==> config.mk <==
export PLATFORM = sky130hd
export DESIGN_NAME = fpjh_send_flat
export DESIGN_NICKNAME = d
export VERILOG_FILES = /design/src/rtl/fpjh_pkg.sv /design/src/rtl/fpjh_send_if.sv /design/src/rtl/fpjh_axis_reg.sv /design/src/rtl/fpjh_send.sv /design/src/flat_wrapper.sv
export SDC_FILE = /design/constraint.sdc
export NUM_CORES = 1
export LEC_CHECK = 0
export BUFFER_PORTS_ARGS = -buffer_cell sky130_fd_sc_hd__buf_2
export CORE_MARGIN = 5
export CORE_UTILIZATION = 53
export DETAILED_ROUTE_END_ITERATION = 10
export PLACE_DENSITY = 0.8
export SETUP_SLACK_MARGIN = 0.02
export SLEW_MARGIN = 15
export SYNTH_ARGS = -nofsm -noshare
export SYNTH_HDL_FRONTEND = slang
export SYNTH_HIERARCHICAL = 1
export SYNTH_SLANG_ARGS = --single-unit
export TNS_END_PERCENT = 20
==> constraint.sdc <==
create_clock -name clk -period 2.4 [get_ports clk]
set_clock_uncertainty 0.05 [all_clocks]
set_input_delay 0.36 -clock clk [delete_from_list [all_inputs] [get_ports clk]]
set_output_delay 0.36 -clock clk [all_outputs]
set_load 0.005 [all_outputs]
==> src/rtl/fpjh_pkg.sv <==
// fpjh_pkg: shared header format and FSM state encoding for the fpjh fragment/aggregate link
package fpjh_pkg;
  localparam logic [3:0] SYNC = 4'hA;
  localparam int HDR_SYNC_LSB = 28;
  localparam int HDR_SEQ_LSB = 20;
  localparam int HDR_FIRST = 19;
  localparam int HDR_LAST = 18;
  localparam int HDR_IDX_LSB = 12;
  localparam int HDR_CNT_LSB = 0;
  typedef enum logic [1:0] {IDLE, HDR, PAY} state_t;
  typedef struct packed {
    logic [3:0] sync;
    logic [7:0] seq;
    logic first;
    logic last;
    logic [5:0] idx;
    logic [11:0] cnt;
  } hdr_t;
  function automatic logic [31:0] hdr_pack(input logic [7:0] seq, input logic first, input logic last,
                                           input logic [5:0] idx, input logic [11:0] cnt);
    hdr_t h;
    h = '{sync: SYNC, seq: seq, first: first, last: last, idx: idx, cnt: cnt};
    return h;
  endfunction
  function automatic hdr_t hdr_unpack(input logic [31:0] w);
    return '{sync: w[HDR_SYNC_LSB +: 4], seq: w[HDR_SEQ_LSB +: 8], first: w[HDR_FIRST],
             last: w[HDR_LAST], idx: w[HDR_IDX_LSB +: 6], cnt: w[HDR_CNT_LSB +: 12]};
  endfunction
endpackage

==> src/rtl/fpjh_send_if.sv <==
// fpjh_send_if: 32-bit AXI-Stream bundle with byte keep
interface fpjh_send_if;
  logic [31:0] tdata;
  logic [3:0] tkeep;
  logic tvalid;
  logic tlast;
  logic tready;
  modport master (output tdata, tkeep, tvalid, tlast, input tready);
  modport slave (input tdata, tkeep, tvalid, tlast, output tready);
endinterface

==> src/rtl/fpjh_axis_reg.sv <==
// fpjh_axis_reg: single AXI-Stream output register stage, loads when empty or drained
module fpjh_axis_reg (
  input  logic        clk,
  input  logic        rst,
  input  logic        d_valid,
  input  logic [31:0] d_data,
  input  logic [3:0]  d_keep,
  input  logic        d_last,
  input  logic        ready,
  output logic        upd,
  output logic        valid,
  output logic [31:0] data,
  output logic [3:0]  keep,
  output logic        last
);
  assign upd = !valid || ready;
  always_ff @(posedge clk or negedge rst)
    if (!rst) {valid, data, keep, last} <= '0;
    else if (upd) {valid, data, keep, last} <= {d_valid, d_data, d_keep, d_last};
endmodule

==> src/rtl/fpjh_send.sv <==
// fpjh_send: splits length-tagged AXI-Stream packets into header-prefixed fragments
module fpjh_send
  import fpjh_pkg::*;
#(
  parameter int FRAG_WORDS = 64
) (
  input  logic        clk,
  input  logic        rst,
  input  logic [11:0] i_length,
  fpjh_send_if.slave  i_axis,
  fpjh_send_if.master o_axis
);
  localparam logic [11:0] FRAG_BYTES = 12'(FRAG_WORDS * 4);
  localparam int WW = $clog2(FRAG_WORDS);
  state_t state, state_d;
  logic [7:0] seq, seq_d;
  logic [5:0] idx, idx_d;
  logic [11:0] rem, rem_d;
  logic [WW-1:0] wcnt, wcnt_d;
  logic upd, take, frag_end, d_valid, d_last;
  logic [31:0] d_data;
  logic [3:0] d_keep;
  assign i_axis.tready = state == PAY && upd;
  assign take = i_axis.tready && i_axis.tvalid;
  assign frag_end = wcnt == WW'(FRAG_WORDS - 1);
  always_comb begin
    state_d = state;
    seq_d = seq;
    idx_d = idx;
    rem_d = rem;
    wcnt_d = wcnt;
    d_valid = 1'b0;
    d_data = i_axis.tdata;
    d_keep = i_axis.tlast ? i_axis.tkeep : 4'hF;
    d_last = i_axis.tlast || frag_end;
    case (state)
      IDLE: if (i_axis.tvalid) begin
        state_d = HDR;
        rem_d = i_length;
        idx_d = '0;
        wcnt_d = '0;
      end
      HDR: if (upd) begin
        state_d = PAY;
        d_valid = 1'b1;
        d_data = hdr_pack(seq, idx == '0, rem <= FRAG_BYTES, idx, rem > FRAG_BYTES ? FRAG_BYTES : rem);
        d_keep = 4'hF;
        d_last = 1'b0;
      end
      PAY: if (take) begin
        d_valid = 1'b1;
        wcnt_d = WW'(wcnt + 1'b1);
        if (i_axis.tlast) begin
          state_d = IDLE;
          seq_d = seq + 8'd1;
        end else if (frag_end) begin
          // overlong packets keep fragmenting with a zero byte count
          state_d = HDR;
          idx_d = idx + 6'd1;
          rem_d = rem > FRAG_BYTES ? rem - FRAG_BYTES : '0;
          wcnt_d = '0;
        end
      end
      default: state_d = IDLE;
    endcase
  end
  always_ff @(posedge clk or negedge rst)
    if (!rst) begin
      state <= IDLE;
      seq <= '0;
      idx <= '0;
      rem <= '0;
      wcnt <= '0;
    end else begin
      state <= state_d;
      seq <= seq_d;
      idx <= idx_d;
      rem <= rem_d;
      wcnt <= wcnt_d;
    end
  fpjh_axis_reg u_oreg (
    .clk(clk), .rst(rst),
    .d_valid(d_valid), .d_data(d_data), .d_keep(d_keep), .d_last(d_last),
    .ready(o_axis.tready), .upd(upd),
    .valid(o_axis.tvalid), .data(o_axis.tdata), .keep(o_axis.tkeep), .last(o_axis.tlast)
  );
endmodule

==> src/flat_wrapper.sv <==
// flat-port wrapper written by rule: the top's interface ports become plain ports
module fpjh_send_flat import fpjh_pkg::*;
#(
  parameter int FRAG_WORDS = 64
)
  (clk, rst, i_length, i_axis_tdata, i_axis_tkeep, i_axis_tvalid, i_axis_tlast, i_axis_tready, o_axis_tdata, o_axis_tkeep, o_axis_tvalid, o_axis_tlast, o_axis_tready);
  fpjh_send_if i_axis_i ();
  fpjh_send_if o_axis_i ();
  input  logic clk;
  input  logic rst;
  input  logic [11:0] i_length;
  input wire logic [$bits(i_axis_i.tdata)-1:0] i_axis_tdata;
  input wire logic [$bits(i_axis_i.tkeep)-1:0] i_axis_tkeep;
  input wire logic [$bits(i_axis_i.tvalid)-1:0] i_axis_tvalid;
  input wire logic [$bits(i_axis_i.tlast)-1:0] i_axis_tlast;
  output wire logic [$bits(i_axis_i.tready)-1:0] i_axis_tready;
  output wire logic [$bits(o_axis_i.tdata)-1:0] o_axis_tdata;
  output wire logic [$bits(o_axis_i.tkeep)-1:0] o_axis_tkeep;
  output wire logic [$bits(o_axis_i.tvalid)-1:0] o_axis_tvalid;
  output wire logic [$bits(o_axis_i.tlast)-1:0] o_axis_tlast;
  input wire logic [$bits(o_axis_i.tready)-1:0] o_axis_tready;
  assign i_axis_i.tdata = i_axis_tdata;
  assign i_axis_i.tkeep = i_axis_tkeep;
  assign i_axis_i.tvalid = i_axis_tvalid;
  assign i_axis_i.tlast = i_axis_tlast;
  assign i_axis_tready = i_axis_i.tready;
  assign o_axis_tdata = o_axis_i.tdata;
  assign o_axis_tkeep = o_axis_i.tkeep;
  assign o_axis_tvalid = o_axis_i.tvalid;
  assign o_axis_tlast = o_axis_i.tlast;
  assign o_axis_i.tready = o_axis_tready;
  fpjh_send #(.FRAG_WORDS(FRAG_WORDS)) u_core (.clk(clk), .rst(rst), .i_length(i_length), .i_axis(i_axis_i), .o_axis(o_axis_i));
endmodule
==> key figures, run 1 <==
Setup path
  – CP required: 2.58 ns
  – Crit end category: flop
  – Crit path launch: u_core/rem[9]
  – Worst r2r path cells: 6
  – Critical R2R Launch: u_core/rem[9]
  – FF-to-FF End: u_core/rem[5]
  – Crit-path leading delay family: compound AO/OA/AOI/OAI gates
  – Startpoint Class: flop
  – Worst-path cell chain: inv_1, ha_1, or4b_1, o31a_1, a211o_4, a22o_1
  – Crit path largest cell delay: 0.47 ns
  – Kind of critical path: reg -> reg
  – Crit Path Max Fanout: 8
  – FF-to-FF setup slack: 0.15 ns
  – CP Data Arrival Time: 2.44 ns
  – Slowest CP cell: or4b_1
  – Crit path buffers/inverters: 1

Synth
  – Most common cell in the netlist: dfrtp_1
  – Cells after Synth: 314
  – Syn Area/Cell: 11.7 um2
  – Synth warn: 6
  – Area leader, netlist: dfrtp_1
  – Post-synthesis sequential area ratio: 49.2%
  – Cell variety after synth: 46
  – Netlist Area Pre-Place: 0.00366 mm2
  – Synth Net Count: 378
  – Synth area leaders: dfrtp_1 (49%), mux2_2 (13%), a22o_1 (4.5%)
  – Seq cells post-synth: 72
  – Fraction of registers with async set/reset: 100%
  – Synth cell count leaders: dfrtp_1 (72), mux2_2 (42), nand2_1 (23), a22o_1 (19), o21ai_0 (12)
  – Post-synth top area share: 49.2%
  – Most used DFF post-synth: dfrtp_1
  – EDFF count, synth: 0

Die
  – Initial core utilization: 54.2%
  – Core ar.: 0.00676 mm2
  – Full die area: 0.00867 mm2
  – Die width: 93.1 um
  – Row cnt: 30
  – IO Count: 92
  – Die H: 93.1 um

Power and ir drop
  – Final Power: 0.00502 W
  – Pwr Density: 1120 mW/mm2
  – VDD IR-drop max: 0.467 mV
  – Static leakage: 2.16 nW

Layout
  – Ant diodes: 0
  – Nets@finish: 482
  – Multi-input gate area: 0.00176 mm2
  – Share of layout cells above drive strength 1: 40.9%
  – Post-route cell area: 0.00448 mm2
  – P&R area growth vs syn: 22.3%
  – FF/Latch Area: 0.00180 mm2
  – Final Non-Filler Cells: 503
  – FILL cells: 528

Worst hold path
  – HP Class: in -> reg
  – Endpoint, Worst Hold: u_core/rem[2]
  – Hold Path Stages: 2
  – Hold path start: i_length[2]

Timing
  – Worst-Margin Slew: 0.608 ns
  – Final setup viols: 0
  – RSZ-0062 raised after global routing: false
  – Setup TNS: 0 ns
  – Slew Viols, Final: 0
  – Final Hold Fails: 0
  – Crit share post-route: 93.9%
  – Fmax: 0.444 GHz
  – Max-slew headroom: 59.3%
  – Min Tclk post-route: 2.25 ns

Drt
  – Antenna viol nets, final: 0
  – DRC Markers: 0
  – Total wire length: 8600 um
  – Vias after detailed routing: 2839
  – WL/cell: 17.1 um
  – Drt initial violations: 170
  – 1st-pass router iterations: 4
  – Via density: 5.64

GRT
  – GRT Residual Overflow: 0
  – Vias in the first global route: 2914
  – Maximum number of pins on one net before global-route repair: 38
  – Initial antenna violation count: 0
  – First-pass GRT wire length: 14400 um
  – Gr usage total: 20.8%

Clock tree
  – Longest Clk Path Bufs: 2
  – CTS H-Tree Depth: 3
  – Clock transition at path regs: 0.08 ns
  – Skew-Pair Late Insertion Delay: 0.35 ns
  – Num CTS Buffers: 9
  – Clock sink count: 72
  – CTS tree: built
  – Root Driver: clkbuf_8

Place
  – Cell area after placement: 0.00424 mm2
  – Number of cells after detailed placement: 484
  – Placer Congestion: 0.843
  – I/O Buffers: 91
  – HPWL after detailed placement: 6140 um

Outcome
  – Status: completed

Job
  – Maxcap violations: 0
==> flip-flops by register name, indices dropped and copies added, names as in the netlist, 2 cells and up <==
| signal | flops |
|---|---|
| u_core/idx | 6 |
| u_core/state | 2 |
| u_core/rem | 12 |
| u_core/u_oreg/data | 32 |
| u_core/u_oreg/keep | 4 |
| u_core/seq | 8 |
| u_core/wcnt | 6 |
==> worst reg2reg max path, cell delays in order (launching register included) <==
cell and delay (ns):
dfrtp_1 0.39, inv_1 0.12, ha_1 0.15, or4b_1 0.47, o31a_1 0.31, a211o_4 0.40
a22o_1 0.26
==> what timing repair did <==
item	in CTS	in global routing
gates resized for setup	0	0
hold endpoints to repair	17	0
hold buffers	1	0
buffers inserted	0	2
endpoints found under the setup margin	0	8
==> cells in the final DEF, fill, tap and decap left out, types with 11 or more instances in the layout <==
master / n
a22o_1: 19
buf_2: 91
mux2_2: 42
ha_1: 11
nand2_1: 23
o21ai_0: 12
buf_4: 14
nor2_1: 11
dfrtp_1: 72
nand3_1: 11
==> worst max path at each step <==
stage | endpoint | cells after the start
global placement | u_core/rem[4] | 6
finish | u_core/rem[5] | 6
floorplan | u_core/rem[0] | 6
CTS | u_core/rem[5] | 6
global route | u_core/rem[5] | 6
detailed placement | u_core/rem[5] | 6
==> cell type report <==
type | count | area share (%)
timing repair buffer | 106 | 12.7
clock inverter | 6 | 1.87
multi-input combinational | 221 | 39.4
inverter | 8 | 0.671
sequential | 72 | 40.2
clock buffer | 10 | 2.85
tap | 80 | 2.24
==> metrics by stage <==
stage / setup WS (ns) / utilization (%) / hold WS [ns]
floorplan: 0.236 / - / 0.0144
global placement: 0.137 / 62.8 / 0.270
detailed placement: 0.0563 / 62.8 / 0.270
CTS: 0.0531 / 66.0 / 0.168
global route: 0.0358 / 66.3 / 0.165
finish: 0.146 / 66.3 / 0.176
==> per-layer routing <==
| layer | wire, um | up-vias | track usage, % |
|---|---|---|---|
| li1 | - | 1359 | - |
| met1 | 3850 | 1397 | 27.5 |
| met2 | 4300 | 75 | 33.8 |
| met3 | 375 | 8 | 4.59 |
| met4 | 82 | 0 | 7.69 |
| met5 | 0 | - | 0 |
==> power breakdown <==
part | total [W] | switching, W | leakage [nW] | internal [W]
Combinational | 0.00203 | 0.000966 | 1.15 | 0.00106
Sequential | 0.00195 | 0.000307 | 0.897 | 0.00164
Clock | 0.00104 | 0.000456 | 0.110 | 0.000582
Total | 0.00502 | 0.00173 | 2.16 | 0.00329
==> kinds of logic after synthesis <==
kind of cell / count (synthesis) / synth area share [%]
XOR/XNOR: 9 / 2.15
flip-flops: 72 / 49.2
AO/OA/AOI/OAI: 56 / 11.7
AND/OR/NAND/NOR: 93 / 13.8
adder cells (fa/ha/maj): 11 / 3.76
buffers and inverters: 21 / 2.63
multiplexers: 52 / 16.7
Power figures use the tool's default switching activity.
==> inputs of run 2 (changes only) <==
CELL_PAD_IN_SITES_DETAIL_PLACEMENT = 1   (was unset)
CELL_PAD_IN_SITES_GLOBAL_PLACEMENT = 2   (was unset)
CORE_UTILIZATION = 35   (was 53)
CTS_BUF_LIST = sky130_fd_sc_hd__clkbuf_8   (was unset)
PLACE_DENSITY = unset   (was 0.8)
PLACE_DENSITY_LB_ADDON = 0.1   (was unset)
==> key figures, run 2 (synthesis gave the netlist of run 1 again) <==
Drt
  – 1st-pass router iterations: 4
  – Vias after detailed routing: 2848
  – WL/cell: 17.7 um
  – Drt initial violations: 85
  – Antenna viol nets, final: 0
  – Via density: 5.09
  – DRC Markers: 0
  – Total wire length: 9890 um

Clock tree
  – Clock sink count: 72
  – CTS tree: built
  – Num CTS Buffers: 9
  – Longest Clk Path Bufs: 2
  – Skew-Pair Late Insertion Delay: 0.35 ns
  – Clock transition at path regs: 0.09 ns
  – Root Driver: clkbuf_8
  – CTS H-Tree Depth: 3
  – CTS resizes: 0

Power and ir drop
  – VDD IR-drop max: 0.394 mV
  – Pwr Density: 1120 mW/mm2
  – Static leakage: 2.16 nW

Die
  – Die width: 112 um
  – Initial core utilization: 35.6%
  – Core ar.: 0.0103 mm2
  – Die H: 112 um
  – Full die area: 0.0126 mm2
  – Row cnt: 37
  – IO Count: 92

Timing
  – Crit share post-route: 94.1%
  – Final Hold Fails: 0
  – Final setup viols: 0
  – Fmax: 0.443 GHz
  – RSZ-0062 raised after global routing: false
  – Max-slew headroom: 59.1%
  – Slew Viols, Final: 0
  – Worst Hold Margin: 0.168 ns
  – Setup TNS: 0 ns
  – Worst-Margin Slew: 0.609 ns
  – Min Tclk post-route: 2.26 ns

Layout
  – Nets@finish: 482
  – Share of layout cells above drive strength 1: 40.9%
  – Ant diodes: 0
  – Commonest non-fill, non-tap cell in the layout: buf_2
  – FILL cells: 1184
  – Most frequent cells in the layout: buf_2 (90), dfrtp_1 (72), mux2_2 (42)
  – Max FFs per register: 32
  – P&R area growth vs syn: 24.8%

Setup path
  – Crit path launch: u_core/rem[9]
  – Crit-path leading delay family: compound AO/OA/AOI/OAI gates
  – Critical R2R Launch: u_core/rem[9]
  – FF-to-FF setup slack: 0.14 ns
  – Critical Path Stages: 6
  – Startpoint Class: flop
  – Worst-path cell chain: inv_1, ha_1, or4b_1, o31a_1, a211o_4, a22o_1
  – CP Data Arrival Time: 2.44 ns
  – Crit path buffers/inverters: 1
  – Worst r2r path cells: 6
  – Critical path endpoint: u_core/rem[2]
  – Kind of critical path: reg -> reg
  – FF-to-FF End: u_core/rem[2]
  – Crit Path Max Fanout: 8
  – Slowest CP cell: or4b_1
  – Crit path largest cell delay: 0.47 ns
  – CP required: 2.59 ns
  – Crit end category: flop

GRT
  – First-pass GRT wire length: 16500 um
  – Vias in the first global route: 3153
  – GRT Residual Overflow: 0
  – Initial antenna violation count: 0
  – Gr usage total: 16.2%
  – Maximum number of pins on one net before global-route repair: 73

Job
  – Maxcap violations: 0

Place
  – HPWL after detailed placement: 7230 um
  – Placer Congestion: 0.763
  – I/O Buffers: 91

Worst hold path
  – HP Class: in -> reg

Outcome
  – Status: completed
run 2: cell types whose count changed in the layout (fill, tap and decap cells not counted), sizes merged:
cell      previous run  this run
clkinvlp             0         2
inv                  8        10
clkinv               4         1
clkbuf              10         9
run 2: final cells by class:
class / instances / area [um2] / share of cell area, %
Inverter: 8 / 30.0 / 0.657
Timing Repair Buffer: 106 / 586 / 12.8
Multi-Input combinational cell: 221 / 1760 / 38.6
Tap cell: 136 / 170 / 3.72
Clock buffer: 9 / 124 / 2.71
Sequential cell: 72 / 1800 / 39.4
Clock inverter: 7 / 96.3 / 2.11
run 2: report_power, final:
part	internal [W]	leakage, nW	switching [W]
logic	0.00107	1.15	0.000992
registers	0.00164	0.897	0.000311
clock network	0.000587	0.107	0.000489
run 2: worst min-delay path by stage:
stage | startpoint | to | slack (ns) | cells past startpoint
after global placement | rst | u_core/u_oreg/data[16] | 0.36 | 2
after floorplan | rst | u_core/idx[0] | 0.01 | 0
final | i_length[0] | u_core/rem[0] | 0.17 | 2
after CTS | i_length[3] | u_core/rem[3] | 0.15 | 2
after global routing | i_length[3] | u_core/rem[3] | 0.15 | 2
after detailed placement | rst | u_core/u_oreg/data[16] | 0.36 | 2
run 2: stage by stage:
stage	utilization [%]	total power, W	setup WS, ns	cell area [um2]	cells
floorplan	-	0.00322	0.236	3660	314
global placement	42.2	0.00404	0.217	4340	542
detailed placement	42.2	0.00410	0.140	4340	542
CTS	44.5	0.00521	0.120	4570	559
global route	44.5	0.00549	0.0677	4570	559
finish	44.5	0.00510	0.141	4570	559
run 2: repair_timing:
item | CTS | global route
endpoints found under the hold margin | 61 | 0
buffers inserted | 0 | 0
hold buffers | 1 | 0
run 2: per-layer routing:
layer,part of all wire (%),vias to the layer above,track usage (%)
li1,-,1347,-
met1,44,1429,20.1
met2,51,62,27.9
met3,4.5,10,3.94
met4,1.2,0,5.05
met5,0,-,0
run 2: worst register-to-register path: cells and delay by family, from the launching register on:
| family | cells | cell delay, ns |
|---|---|---|
| compound gates | 3 | 0.97 |
| simple gates | 1 | 0.47 |
| flops | 1 | 0.39 |
| fa+ha+maj | 1 | 0.15 |
| buf+inv | 1 | 0.10 |
